### src/rtl/sipo_pkg.sv
// Shared definitions for the SIPO deserializer: default width, counter width
// helper and the output-holder state encoding.
package sipo_pkg;

  localparam int WIDTH_DEFAULT = 4;

  function automatic int cnt_w(input int width);
    return $clog2(width);
  endfunction

  typedef enum logic {
    EMPTY = 1'b0,
    FULL  = 1'b1
  } out_state_e;

endpackage

### src/rtl/sipo_shift_core.sv
// Bit-assembly path: stores accepted bits LSB-first, tracks the bit count and
// flags the edge at which a full word is completed.
module sipo_shift_core
  import sipo_pkg::*;
#(
  parameter int WIDTH = WIDTH_DEFAULT
) (
  input  logic                     clk,
  input  logic                     rst_n,
  input  logic                     sin,
  input  logic                     sin_valid,
  input  logic                     sin_first,
  output logic [WIDTH-1:0]         word,
  output logic                     complete,
  output logic [$clog2(WIDTH)-1:0] cnt
);

  localparam int CW = cnt_w(WIDTH);
  localparam logic [CW-1:0] LAST = CW'(WIDTH - 1);

  logic [WIDTH-1:0] sreg;

  // A frame-start bit always begins a new word, so it can never complete one.
  assign complete = sin_valid && !sin_first && (cnt == LAST);

  // The completed word includes the bit being accepted on this edge.
  always_comb begin
    word            = sreg;
    word[WIDTH-1]   = sin;
  end

  always_ff @(posedge clk) begin
    if (!rst_n) begin
      sreg <= '0;
      cnt  <= '0;
    end else if (sin_valid) begin
      if (sin_first) begin
        sreg[0] <= sin;
        cnt     <= CW'(1);
      end else begin
        sreg[cnt] <= sin;
        cnt       <= complete ? '0 : cnt + CW'(1);
      end
    end
  end

endmodule

### src/rtl/sipo_deserializer.sv
// Serial-in/parallel-out receiver: assembles WIDTH-bit words and holds each one
// on pout under a valid/ready handshake, pulsing overrun when a word is dropped.
module sipo_deserializer
  import sipo_pkg::*;
#(
  parameter int WIDTH = WIDTH_DEFAULT
) (
  input  logic                     clk,
  input  logic                     rst_n,
  input  logic                     sin,
  input  logic                     sin_valid,
  input  logic                     sin_first,
  output logic [WIDTH-1:0]         pout,
  output logic                     pout_valid,
  input  logic                     pout_ready,
  output logic                     overrun,
  output logic [$clog2(WIDTH)-1:0] bit_cnt
);

  // Handshake: a word transfers on any rising edge where pout_valid and
  // pout_ready are both 1; while pout_valid=1 and pout_ready=0, pout is frozen.

  logic [WIDTH-1:0]         word;
  logic                     complete;
  logic [$clog2(WIDTH)-1:0] cnt;

  out_state_e state, state_next;
  logic       load;
  logic       overrun_next;

  sipo_shift_core #(.WIDTH(WIDTH)) u_core (
    .clk       (clk),
    .rst_n     (rst_n),
    .sin       (sin),
    .sin_valid (sin_valid),
    .sin_first (sin_first),
    .word      (word),
    .complete  (complete),
    .cnt       (cnt)
  );

  assign bit_cnt    = cnt;
  assign pout_valid = (state == FULL);

  always_ff @(posedge clk) begin
    if (!rst_n) begin
      state   <= EMPTY;
      pout    <= '0;
      overrun <= 1'b0;
    end else begin
      state   <= state_next;
      overrun <= overrun_next;
      if (load) pout <= word;
    end
  end

  always_comb begin
    state_next   = state;
    load         = 1'b0;
    overrun_next = 1'b0;
    unique case (state)
      EMPTY: begin
        if (complete) begin
          load       = 1'b1;
          state_next = FULL;
        end
      end
      FULL: begin
        if (pout_ready) begin
          // Consume and refill on the same edge keeps the output gap-free.
          if (complete) load = 1'b1;
          else          state_next = EMPTY;
        end else if (complete) begin
          overrun_next = 1'b1;
        end
      end
      default: state_next = EMPTY;
    endcase
  end

endmodule
### config.mk
export PLATFORM = sky130hd
export DESIGN_NAME = sipo_deserializer
export DESIGN_NICKNAME = d
export VERILOG_FILES = /design/src/rtl/sipo_pkg.sv /design/src/rtl/sipo_shift_core.sv /design/src/rtl/sipo_deserializer.sv
export SDC_FILE = /design/constraint.sdc
export NUM_CORES = 1
export LEC_CHECK = 0
export ABC_AREA = 1
export CAP_MARGIN = 20
export CORE_MARGIN = 2
export CORE_UTILIZATION = 29
export CTS_BUF_LIST = sky130_fd_sc_hd__clkbuf_8
export DETAILED_ROUTE_END_ITERATION = 16
export GPL_TIMING_DRIVEN = 0
export PLACE_DENSITY = 0.63
export SYNTH_ARGS = -nofsm -noshare
export SYNTH_HDL_FRONTEND = slang
export SYNTH_HIERARCHICAL = 1
export SYNTH_SLANG_ARGS = --single-unit
### constraint.sdc
create_clock -name clk -period 1.4 [get_ports clk]
set_input_delay 0.14 -clock clk [delete_from_list [all_inputs] [get_ports clk]]
set_output_delay 0.14 -clock clk [all_outputs]
set_load 0.02 [all_outputs]
==> results.yml <==
status:
  status: "finished, final reports clean"
clock_tree:
  cts_max_level: 1
  root_buffer: "clkbuf_8"
  clock-sinks: 11
  cts.clk_slew.worst_paths_ns: 0.05
  clkLatencyLatePin_ns: 0.24
  cts_tree: "yes"
  cts_buffers: 3
  clk_path_buf_depth: 2
pwr:
  power.density_nw_per_um2: 932
  power_w: 0.000712
  clock_power_share_pct: 43.5
  combPwrFrac_pct: 10.4
  ir_drop_mv: 0.334
  p_sw_w: 0.000164
  internal_power_w: 0.000548
  p_leak_nw: 0.355
  swShare_pct: 23.0
  seqPwrFrac_pct: 46.1
floorplan:
  core_um2: 1750
  die_w_um: 47.3
  start_util_pct: 31.1
  die_y_um: 47.3
  io_pins: 14
  rows: 15
  die_area_um2: 2230
worst_setup_path:
  critPathCaptureType: "primary output"
  worstSetupEndpoint: "pout_valid"
  rr_worst_depth: 6
  cp.depth: 1
  critPathTopFamily: "buffers and inverters"
  worst-path-buf-inv: 1
  worstSetupPathType: "register to primary output"
  crit_fanout: 2
  critPathLaunchType: "register"
  arrival_ns: 1.21
  cpPeakStageDelay_ns: 0.62
  required_ns: 1.26
  cpMaxStageDelayCell: "clkdlybuf4s50_1"
  crit_chain: "clkdlybuf4s50_1"
  critPathLaunch: "pout_valid$_SDFF_PN0_"
  r2r_setup_slack_ns: 0.16
  reg2reg_from: "u_core/cnt[0]$_SDFFE_PN0P_"
  timing.rr.end: "pout[0]$_SDFFE_PN0P_"
final_layout:
  fill_cells: 190
  final_cells: 118
  fin_nets: 104
  area_growth_pct: 40.8
  final_area_um2: 764
  final_layout_size_suffix_gt1_share_pct: 15.1
  diodes: 0
  layout_common_cells: "inv_1, nand2_1, clkdlybuf4s50_1"
  layout_commonest_cell: "inv_1"
synth:
  yosys.cell_types.count: 15
  synthSimpleGateAreaFrac_pct: 27.6
  syn-num-nets: 85
  synth_mux_area_share_pct: 0
  synthAdderAreaFrac_pct: 9.22
  syn_avg_cell_area_um2: 7.24
  synth_top_family_by_area: "simple AND/OR/NAND/NOR gates"
  ys_warn_count: 6
  ys_ff_latch: 11
  yosysSeqAreaShare_pct: 40.6
  syn_area_um2: 543
  syn_inst: 75
  synth_xor_area_share_pct: 0
  synth_compound_area_share_pct: 8.76
place:
  placed_cell_area_um2: 704
  place_inst: 113
  pre_cts_slack_ns: -0.128
  gp_congestion: 0.699
  hpwl_um: 700
  port_buffers: 13
routing:
  drc_errors: 0
  drtIter0Drc: 1
  vias: 483
  wire_per_inst_um: 8.08
  postRouteAntennaNets: 0
  vias_per_cell: 4.09
  drt_pass1_iterations: 3
  wl_um: 953
sta:
  finalWorstSetupSlack_ns: 0.0470
  fin_crit_ns: 1.35
  tightest_slew_ns: 0.325
  max_freq_mhz: 739
  slew_violations: 0
  fin_crit_sh_pct: 96.6
  slew_headroom_pct: 78.3
  fin_skew_ns: 0.00383
  report.final.setup_viol: 0
  report.final.hold_viol_count: 0
grt:
  gr-total-overflow: 0
  grt_max_degree: 11
  grt_pass1_vias: 424
  grtUsageTotal_pct: 10.2
  antenna_found_initial: 0
  grt_pass1_wl_mm: 1.56
min_path:
  min_path_type: "register to register"
job:
  drv_cap: 0
[state kept, by name, indices dropped and copies added (netlist names)]
name / cells
u_core/cnt: 2
u_core/sreg: 3
overrun: 1
pout: 4
pout_valid: 1
[Yosys cell counts (all sizes together)]
| cell | n | area share (%) |
|---|---|---|
| ha | 4 | 9.2 |
| dfxtp | 11 | 41 |
| nand2 | 14 | 11 |
| nor2 | 10 | 7.4 |
| nand3 | 7 | 6.5 |
| o21ai | 1 | 0.92 |
| a21oi | 7 | 6.5 |
| a21boi | 1 | 1.4 |
| nor3 | 2 | 2.8 |
| inv | 16 | 11 |
| buf | 2 | 2.8 |
[power by group through the flow]
stage	combinational (W)	clock [W]	sequential (W)
detailed placement	0.0000757	0	0.000335
global placement	0.0000750	0	0.000335
CTS	0.0000737	0.000320	0.000328
floorplan	0.0000359	0	0.000339
global route	0.0000844	0.000325	0.000330
finish	0.0000740	0.000310	0.000328
[final cells by class]
cell class | instances | area (um2) | share of cell area [%]
clock inverter | 1 | 3.75 | 0.491
tap | 25 | 31.3 | 4.09
timing repair buffer | 14 | 139 | 18.2
clock buffer | 3 | 41.3 | 5.40
multi-input combinational | 46 | 253 | 33.1
inverter | 16 | 60.1 | 7.86
buffer | 2 | 15.0 | 1.96
sequential | 11 | 221 | 29.0
[timing repair]
item / in CTS / in global routing
hold buffers: 0 / 0
endpoints found under the hold margin: 0 / 0
resized for setup: 2 / 2
pin swaps: 0 / 0
endpoints found under the setup margin: 2 / 4
cloned: 0 / 1
buffers inserted: 0 / 0
[worst min-delay path by stage]
stage | start | end | slack, ns | cells past startpoint
after floorplan | rst_n | u_core/sreg[1]$_SDFFE_PN0P_ | 0.26 | 2
after global placement | pout[2]$_SDFFE_PN0P_ | pout[2]$_SDFFE_PN0P_ | 0.46 | 2
after detailed placement | pout[3]$_SDFFE_PN0P_ | pout[3]$_SDFFE_PN0P_ | 0.47 | 2
after CTS | pout[3]$_SDFFE_PN0P_ | pout[3]$_SDFFE_PN0P_ | 0.48 | 2
after global routing | u_core/cnt[1]$_SDFFE_PN0P_ | u_core/cnt[1]$_SDFFE_PN0P_ | 0.52 | 2
final | pout[3]$_SDFFE_PN0P_ | pout[3]$_SDFFE_PN0P_ | 0.48 | 2
[stage by stage]
stage	hold WS, ns	setup TNS [ns]	util [%]
detailed placement	0.469	-0.671	40.4
global placement	0.461	-0.579	40.4
finish	0.477	0	43.8
CTS	0.483	0	42.8
global route	0.515	-0.000635	43.8
floorplan	0.260	0	-
[cells by family after synthesis]
family,Yosys count
buffers and inverters,18
AO/OA/AOI/OAI,9
AND/OR/NAND/NOR,33
adder cells (fa/ha/maj),4
flip-flops,11
[metal layers]
metal  track usage [%]  part of all wire, %  routed length [um]
met1              12.0                   46                 441
met2              16.5                   46                 443
met4              6.67                  1.5                  14
met5                 0                    0                   0
met3              2.31                  5.7                  54
No activity file was read; power rests on OpenSTA's default activity.
